==> src/rtl/sdram_init_ctrl_if.sv <==
// SDRAM init sequencer bus: start/done handshake, SDRAM command pins and refresh req/ack.
// The controller side takes the master modport; the board-memory controller or bench takes slave.
interface sdram_init_ctrl_if #(
  parameter int unsigned ADDR_W = 12,
  parameter int unsigned BA_W   = 2
);
  logic              run_i;
  logic              done_o;
  logic              busy_o;
  logic              cke_o;
  logic [3:0]        cmd_o;
  logic [ADDR_W-1:0] a_o;
  logic [BA_W-1:0]   bs_o;
  logic              ref_req_o;
  logic              ref_ack_i;

  modport master (
    input  run_i, ref_ack_i,
    output done_o, busy_o, cke_o, cmd_o, a_o, bs_o, ref_req_o
  );

  modport slave (
    output run_i, ref_ack_i,
    input  done_o, busy_o, cke_o, cmd_o, a_o, bs_o, ref_req_o
  );
endinterface

==> src/rtl/sdram_init_ctrl.sv <==
// SDR SDRAM power-up sequencer with post-init auto-refresh request timer.
// Optional extended mode register load is enabled by defining SDRAM_INIT_EMRS_EN.
module sdram_init_ctrl #(
  parameter int unsigned ADDR_W          = 12,
  parameter int unsigned BA_W            = 2,
  parameter int unsigned PAUSE_CYCLES    = 33334,
  parameter int unsigned T_RP            = 3,
  parameter int unsigned T_RFC           = 10,
  parameter int unsigned T_MRD           = 2,
  parameter int unsigned AR_COUNT        = 8,
  parameter int unsigned REFI_CYCLES     = 1300,
  parameter logic [2:0]  BURST_LENGTH    = 3'b000,
  parameter logic        ADDRESSING_MODE = 1'b0,
  parameter logic [2:0]  CAS_LATENCY     = 3'b010,
  parameter logic        WRITE_MODE      = 1'b1
`ifdef SDRAM_INIT_EMRS_EN
  ,
  parameter logic [ADDR_W-1:0] EMRS_VALUE = '0
`endif
) (
  input logic               clk_i,
  input logic               rst_i,
  sdram_init_ctrl_if.master bus
);
  localparam logic [3:0] S_IDLE   = 4'd0;
  localparam logic [3:0] S_PAUSE  = 4'd1;
  localparam logic [3:0] S_PRE    = 4'd2;
  localparam logic [3:0] S_PRE_W  = 4'd3;
  localparam logic [3:0] S_AR     = 4'd4;
  localparam logic [3:0] S_AR_W   = 4'd5;
  localparam logic [3:0] S_MRS    = 4'd6;
  localparam logic [3:0] S_MRS_W  = 4'd7;
  localparam logic [3:0] S_DONE   = 4'd8;
`ifdef SDRAM_INIT_EMRS_EN
  localparam logic [3:0] S_EMRS   = 4'd9;
  localparam logic [3:0] S_EMRS_W = 4'd10;
  localparam logic [3:0] S_POST_MRS = S_EMRS;
`else
  localparam logic [3:0] S_POST_MRS = S_DONE;
`endif

  localparam logic [3:0] CMD_DESELECT = 4'b1111;
  localparam logic [3:0] CMD_NOP      = 4'b0111;
  localparam logic [3:0] CMD_PRE      = 4'b0010;
  localparam logic [3:0] CMD_AREF     = 4'b0001;
  localparam logic [3:0] CMD_LMR      = 4'b0000;

  // Wait counter holds (interval - 1), so it is sized by the longest interval (at least 2).
  localparam int unsigned MAX_A  = (PAUSE_CYCLES > T_RP) ? PAUSE_CYCLES : T_RP;
  localparam int unsigned MAX_B  = (T_RFC > T_MRD) ? T_RFC : T_MRD;
  localparam int unsigned MAX_AB = (MAX_A > MAX_B) ? MAX_A : MAX_B;
  localparam int unsigned MAX_IV = (MAX_AB > 2) ? MAX_AB : 2;
  localparam int unsigned CW     = $clog2(MAX_IV);
  localparam int unsigned ARW    = $clog2(AR_COUNT + 1);
  localparam int unsigned RW     = $clog2(REFI_CYCLES);

  localparam logic [CW-1:0]     LD_PAUSE    = CW'(PAUSE_CYCLES - 1);
  localparam logic [CW-1:0]     LD_RP       = CW'((T_RP > 1) ? T_RP - 2 : 0);
  localparam logic [CW-1:0]     LD_RFC      = CW'((T_RFC > 1) ? T_RFC - 2 : 0);
  localparam logic [CW-1:0]     LD_MRD      = CW'((T_MRD > 1) ? T_MRD - 2 : 0);
  localparam logic [ARW-1:0]    AR_TARGET   = ARW'(AR_COUNT);
  localparam logic [RW-1:0]     REFI_LOAD   = RW'(REFI_CYCLES - 1);
  // After an ack the ack cycle itself counts as the first clock of the next interval.
  localparam logic [RW-1:0]     REFI_RELOAD = RW'(REFI_CYCLES - 2);
  localparam logic [ADDR_W-1:0] A_ALLBANKS  = ADDR_W'(11'h400);
  localparam logic [ADDR_W-1:0] MR_VALUE    =
    ADDR_W'({WRITE_MODE, 2'b00, CAS_LATENCY, ADDRESSING_MODE, BURST_LENGTH});

  logic [3:0]        state_r, state_s;
  logic [CW-1:0]     cnt_r, ld_s;
  logic [ARW-1:0]    ar_cnt_r;
  logic [RW-1:0]     refi_r;
  logic              req_r;
  logic [3:0]        cmd_r, cmd_s;
  logic              cke_r, cke_s;
  logic [ADDR_W-1:0] a_r, a_s;
  logic [BA_W-1:0]   bs_r, bs_s;
  logic              done_r, done_s;
  logic              busy_r, busy_s;

  // Next-state decision for the init sequence.
  always_comb begin
    state_s = state_r;
    case (state_r)
      S_IDLE:   if (bus.run_i) state_s = S_PAUSE; else state_s = S_IDLE;
      S_PAUSE:  if (cnt_r == '0) state_s = S_PRE; else state_s = S_PAUSE;
      S_PRE:    if (T_RP > 1) state_s = S_PRE_W; else state_s = S_AR;
      S_PRE_W:  if (cnt_r == '0) state_s = S_AR; else state_s = S_PRE_W;
      S_AR: begin
        if (T_RFC > 1) state_s = S_AR_W;
        else if (ar_cnt_r < AR_TARGET) state_s = S_AR;
        else state_s = S_MRS;
      end
      S_AR_W: begin
        if (cnt_r != '0) state_s = S_AR_W;
        else if (ar_cnt_r < AR_TARGET) state_s = S_AR;
        else state_s = S_MRS;
      end
      S_MRS:    if (T_MRD > 1) state_s = S_MRS_W; else state_s = S_POST_MRS;
      S_MRS_W:  if (cnt_r == '0) state_s = S_POST_MRS; else state_s = S_MRS_W;
`ifdef SDRAM_INIT_EMRS_EN
      S_EMRS:   if (T_MRD > 1) state_s = S_EMRS_W; else state_s = S_DONE;
      S_EMRS_W: if (cnt_r == '0) state_s = S_DONE; else state_s = S_EMRS_W;
`endif
      S_DONE:   if (bus.run_i) state_s = S_PAUSE; else state_s = S_DONE;
      default:  state_s = S_IDLE;
    endcase
  end

  // Wait-counter reload value for the state being entered.
  always_comb begin
    case (state_s)
      S_PAUSE:  ld_s = LD_PAUSE;
      S_PRE_W:  ld_s = LD_RP;
      S_AR_W:   ld_s = LD_RFC;
      S_MRS_W:  ld_s = LD_MRD;
`ifdef SDRAM_INIT_EMRS_EN
      S_EMRS_W: ld_s = LD_MRD;
`endif
      default:  ld_s = '0;
    endcase
  end

  // Pin values for the upcoming state; registered below so outputs align with the state.
  always_comb begin
    cmd_s  = CMD_NOP;
    cke_s  = 1'b1;
    a_s    = '0;
    bs_s   = '0;
    done_s = 1'b0;
    busy_s = 1'b1;
    case (state_s)
      S_IDLE: begin cmd_s = CMD_DESELECT; cke_s = 1'b0; busy_s = 1'b0; end
      S_PRE:  begin cmd_s = CMD_PRE; a_s = A_ALLBANKS; end
      S_AR:   cmd_s = CMD_AREF;
      S_MRS:  begin cmd_s = CMD_LMR; a_s = MR_VALUE; end
`ifdef SDRAM_INIT_EMRS_EN
      S_EMRS: begin cmd_s = CMD_LMR; a_s = EMRS_VALUE; bs_s = BA_W'(2'b10); end
`endif
      S_DONE: begin cmd_s = CMD_DESELECT; done_s = 1'b1; busy_s = 1'b0; end
      default: cmd_s = CMD_NOP;
    endcase
  end

  // Sequencer state, counters, refresh timer and registered outputs.
  always_ff @(posedge clk_i) begin
    if (rst_i) begin
      state_r  <= S_IDLE;
      cnt_r    <= '0;
      ar_cnt_r <= '0;
      refi_r   <= '0;
      req_r    <= 1'b0;
      cmd_r    <= CMD_DESELECT;
      cke_r    <= 1'b0;
      a_r      <= '0;
      bs_r     <= '0;
      done_r   <= 1'b0;
      busy_r   <= 1'b0;
    end else begin
      state_r <= state_s;
      cmd_r   <= cmd_s;
      cke_r   <= cke_s;
      a_r     <= a_s;
      bs_r    <= bs_s;
      done_r  <= done_s;
      busy_r  <= busy_s;

      if (state_s != state_r) cnt_r <= ld_s;
      else if (cnt_r != '0) cnt_r <= cnt_r - CW'(1'b1);
      else cnt_r <= cnt_r;

      if (state_s == S_PAUSE) ar_cnt_r <= '0;
      else if (state_s == S_AR) ar_cnt_r <= ar_cnt_r + ARW'(1'b1);
      else ar_cnt_r <= ar_cnt_r;

      // The timer is frozen while a request is outstanding so none is lost or doubled.
      if (state_s != S_DONE) begin
        req_r  <= 1'b0;
        refi_r <= '0;
      end else if (state_r != S_DONE) begin
        req_r  <= 1'b0;
        refi_r <= REFI_LOAD;
      end else if (req_r) begin
        if (bus.ref_ack_i) begin
          req_r  <= 1'b0;
          refi_r <= REFI_RELOAD;
        end else begin
          req_r  <= 1'b1;
          refi_r <= refi_r;
        end
      end else if (refi_r == '0) begin
        req_r  <= 1'b1;
        refi_r <= refi_r;
      end else begin
        req_r  <= 1'b0;
        refi_r <= refi_r - RW'(1'b1);
      end
    end
  end

  assign bus.cmd_o     = cmd_r;
  assign bus.cke_o     = cke_r;
  assign bus.a_o       = a_r;
  assign bus.bs_o      = bs_r;
  assign bus.done_o    = done_r;
  assign bus.busy_o    = busy_r;
  assign bus.ref_req_o = req_r;
endmodule

==> src/flat_wrapper.sv <==
// flat-port wrapper written by rule: the top's interface ports become plain ports
module sdram_init_ctrl_flat 
#(
  parameter int unsigned ADDR_W          = 12,
  parameter int unsigned BA_W            = 2,
  parameter int unsigned PAUSE_CYCLES    = 33334,
  parameter int unsigned T_RP            = 3,
  parameter int unsigned T_RFC           = 10,
  parameter int unsigned T_MRD           = 2,
  parameter int unsigned AR_COUNT        = 8,
  parameter int unsigned REFI_CYCLES     = 1300,
  parameter logic [2:0]  BURST_LENGTH    = 3'b000,
  parameter logic        ADDRESSING_MODE = 1'b0,
  parameter logic [2:0]  CAS_LATENCY     = 3'b010,
  parameter logic        WRITE_MODE      = 1'b1

)
  (clk_i, rst_i, bus_run_i, bus_ref_ack_i, bus_done_o, bus_busy_o, bus_cke_o, bus_cmd_o, bus_a_o, bus_bs_o, bus_ref_req_o);
  sdram_init_ctrl_if #(.ADDR_W(ADDR_W), .BA_W(BA_W)) bus_i ();
  input logic clk_i;
  input logic rst_i;
  input wire logic [$bits(bus_i.run_i)-1:0] bus_run_i;
  input wire logic [$bits(bus_i.ref_ack_i)-1:0] bus_ref_ack_i;
  output wire logic [$bits(bus_i.done_o)-1:0] bus_done_o;
  output wire logic [$bits(bus_i.busy_o)-1:0] bus_busy_o;
  output wire logic [$bits(bus_i.cke_o)-1:0] bus_cke_o;
  output wire logic [$bits(bus_i.cmd_o)-1:0] bus_cmd_o;
  output wire logic [$bits(bus_i.a_o)-1:0] bus_a_o;
  output wire logic [$bits(bus_i.bs_o)-1:0] bus_bs_o;
  output wire logic [$bits(bus_i.ref_req_o)-1:0] bus_ref_req_o;
  assign bus_i.run_i = bus_run_i;
  assign bus_i.ref_ack_i = bus_ref_ack_i;
  assign bus_done_o = bus_i.done_o;
  assign bus_busy_o = bus_i.busy_o;
  assign bus_cke_o = bus_i.cke_o;
  assign bus_cmd_o = bus_i.cmd_o;
  assign bus_a_o = bus_i.a_o;
  assign bus_bs_o = bus_i.bs_o;
  assign bus_ref_req_o = bus_i.ref_req_o;
  sdram_init_ctrl #(.ADDR_W(ADDR_W), .BA_W(BA_W), .PAUSE_CYCLES(PAUSE_CYCLES), .T_RP(T_RP), .T_RFC(T_RFC), .T_MRD(T_MRD), .AR_COUNT(AR_COUNT), .REFI_CYCLES(REFI_CYCLES), .BURST_LENGTH(BURST_LENGTH), .ADDRESSING_MODE(ADDRESSING_MODE), .CAS_LATENCY(CAS_LATENCY), .WRITE_MODE(WRITE_MODE)) u_core (.clk_i(clk_i), .rst_i(rst_i), .bus(bus_i));
endmodule
==> config.mk <==
export PLATFORM = sky130hd
export DESIGN_NAME = sdram_init_ctrl_flat
export DESIGN_NICKNAME = d
export VERILOG_FILES = /design/src/rtl/sdram_init_ctrl_if.sv /design/src/rtl/sdram_init_ctrl.sv /design/src/flat_wrapper.sv
export SDC_FILE = /design/constraint.sdc
export NUM_CORES = 1
export LEC_CHECK = 0
export ABC_AREA = 1
export BUFFER_PORTS_ARGS = -buffer_cell sky130_fd_sc_hd__buf_2
export CORE_ASPECT_RATIO = 1.75
export CORE_UTILIZATION = 55
export DETAILED_ROUTE_END_ITERATION = 6
export PLACE_DENSITY_LB_ADDON = 0.08
export SETUP_SLACK_MARGIN = 0.05
export SYNTH_ARGS = -nofsm -noshare
export SYNTH_HDL_FRONTEND = slang
export SYNTH_SLANG_ARGS = --single-unit
==> constraint.sdc <==
create_clock -name clk_i -period 2.75 [get_ports clk_i]
set_clock_uncertainty 0.15 [all_clocks]
set_input_delay 0.1375 -clock clk_i [delete_from_list [all_inputs] [get_ports clk_i]]
set_output_delay 0.1375 -clock clk_i [all_outputs]
set_load 0.005 [all_outputs]
==> metrics <==
Overflow after GRT 0; status finished, final reports clean; die area 4790 um2; setup violators final 0; Cell Int Power 1580 uW; startpoint class of the critical path flop; Layout Cells excl Fill 401; Ports 26; sequential-to-total area share from yosys stat 36.3%; Ys Warns 0; Clk Latency, worst-skew pair 0.30 ns; synth-to-layout area growth 7.98%; antenna violations before repair 0; clk root buf clkbuf_8; row cnt 32; Buffers on Ports 14; setup TNS 0 ns; cts repair resizes 0; ys async rst share 0%; top cell type's share of synthesized area 36.3%; Max VDD drop 0.787 mV; detailed placer's ending HPWL 4080 um; Comb power frac 47.9%; Final Max Tran Viols 0; CP required 2.84 ns; Sw Share 43.0%; Reg2Reg Depth 9; routed vias 2109; EDFF count, synth 0; First-pass DRT Iterations 4; final hold viol count 0; hold buffer count at cts 0; Placement Cell Area 2560 um2; Syn Area/Cell 7.49 um2; vias per cell 5.26; hold-critical path depth 2; Final #Nets 356; sw power 1190 uW; Die H 90.8 um; die span in x 52.7 um; Leakage 0.00121 uW; Final min period 2.03 ns; DRC errors left 0; cell taking the most area after synthesis dfxtp_1; Worst Hold Class primary input to flop; overall global routing resource usage 24.9%; peak clock frequency supported by timing 0.492 GHz; post-CTS setup buffer count 0; first-pass GRT wire length 8680 um; CP Capture Type flop; Clock power frac 19.1%; vias in the first global route 2003; Mapped Area 2480 um2; RSZ-0062 raised after global routing no; Clock transition at path regs 0.08 ns; top-count cell post-synth nand2_1; pin count of the biggest net entering global routing 15; crit path DAT 2.12 ns; Worst Setup Path Type flop to flop; sequential fraction of design power 33.0%; R2R setup slack 0.72 ns; Power Density 1040 nW/um2; Yosys reg bits 45; # diodes 0; Final ANT Viol Nets 0; average wire per standard cell 13.2 um; CTS max path bufs 2; Crit Path Max Fanout 8; Max Cap Viol 0; Synth Flop Type dfxtp_1; synth unique cells 33; clock sinks 45; Hold Slack 0.0254 ns; Inst Count DP 393; top cells by count, synth 60 x nand2_1, 51 x nor2_1, 45 x dfxtp_1, 31 x inv_1, 28 x nand3_1; fin crit share 73.8%; clock buffer count from CTS 5; layout cells sized above 1 18.9%; GP Congestion 0.922; CTS tree built; Core Util, Final 61.3%; Core Footprint 4360 um2; CTS H-tree lvls 2; Starting Density 56.8%; drt first-iter violations 50; Synth area leaders dfxtp_1 36%, nand2_1 9.1%, nor2_1 7.7%; Synth Instances 331; routed wire length 5290 um; design area 2680 um2
-- critical path: stages (launching register included) --
cell and delay [ns]:
dfxtp_1 0.36, inv_1 0.08, ha_1 0.24, nand2_2 0.16
nor2_1 0.10, nand3_1 0.14, nand2_1 0.07, inv_1 0.23
nand3_2 0.24, a2bb2oi_2 0.20
-- layout make-up --
cell class	instances	area, um2
Inverter	34	128
Timing Repair Buffer	14	70.1
Sequential cell	45	901
Clock inverter	2	37.5
Tap cell	51	63.8
Multi-Input combinational cell	249	1390
Fill cell	424	1690
Clock buffer	6	82.6
-- layer usage --
metal	up-vias	global-route usage [%]	part of all wire, %
li1	1074	-	-
met1	964	24.1	37
met2	49	44.7	54
met3	22	5.22	3.7
met4	0	14.9	5.3
met5	-	0	0
-- path summary, 6_finish.rpt --
path / start / end
setup / recovery: u_core.cnt_r[0] / u_core.cnt_r[0]
hold / removal: rst_i / u_core.cnt_r[15]
setup reg to reg: u_core.cnt_r[0] / u_core.cnt_r[0]
hold reg to reg: u_core.refi_r[10] / u_core.refi_r[10]
-- placed cells by master, fill, tap and decap left out, types with 2 or more instances in the layout --
| cell type | netlist | routed |
|---|---|---|
| nand2_1 | 60 | 60 |
| nor2_1 | 51 | 51 |
| dfxtp_1 | 45 | 45 |
| inv_1 | 31 | 31 |
| nand3_1 | 28 | 28 |
| buf_2 | 0 | 14 |
| xnor2_1 | 13 | 13 |
| a21oi_1 | 11 | 11 |
| conb_1 | 1 | 11 |
| nor2_2 | 7 | 7 |
| a21oi_2 | 7 | 7 |
| xor2_1 | 7 | 7 |
| nand2_2 | 6 | 6 |
| o21ai_0 | 6 | 6 |
| clkbuf_8 | 0 | 6 |
| nor2_4 | 5 | 5 |
| nand2_4 | 5 | 5 |
| nor3_1 | 5 | 5 |
| nand4_1 | 4 | 4 |
| inv_2 | 3 | 3 |
| nand3b_1 | 3 | 3 |
| nand3_2 | 3 | 3 |
| nor4_1 | 3 | 3 |
| ha_1 | 3 | 3 |
| o21ai_2 | 2 | 2 |
| o21ai_1 | 2 | 2 |
-- kinds of logic (layout without fill, tap and decap cells) --
family                     Yosys count  in the layout  share of synthesized area, %
and+or+nand+nor                    184            184                          37.5
buffers and inverters               47             56                          8.93
DFF                                 45             45                          36.3
AOI/OAI and AO/OA                   31             31                          8.53
xor gates and xnor gates            20             20                          7.07
adders and majority gates            3              3                          1.51
other                                1             11                         0.151
-- stage by stage --
stage	worst slack, ns	power, uW
final	0.719	2770
after global routing	0.548	2960
after CTS	0.718	2770
after detailed placement	0.738	2240
after global placement	0.801	2230
after floorplan	0.982	1990
-- sequential cells by signal, indices dropped and copies added, names as in the netlist --
name                  cells
u_core.bus.a_o            2
u_core.bus.cke_o          1
u_core.cnt_r             16
u_core.bus.done_o         1
u_core.bus.busy_o         1
u_core.bus.ref_req_o      1
u_core.state_r            4
u_core.ar_cnt_r           4
u_core.refi_r            11
u_core.bus.cmd_o          4
-- power by group through the flow --
| stage | logic (uW) | registers [uW] | clock network (uW) |
|---|---|---|---|
| CTS | 1320 | 915 | 538 |
| global placement | 1300 | 928 | 0 |
| global route | 1470 | 929 | 562 |
| finish | 1330 | 916 | 528 |
| detailed placement | 1310 | 930 | 0 |
| floorplan | 1090 | 897 | 0 |
Note: power is estimated with default switching activity, not from simulation.
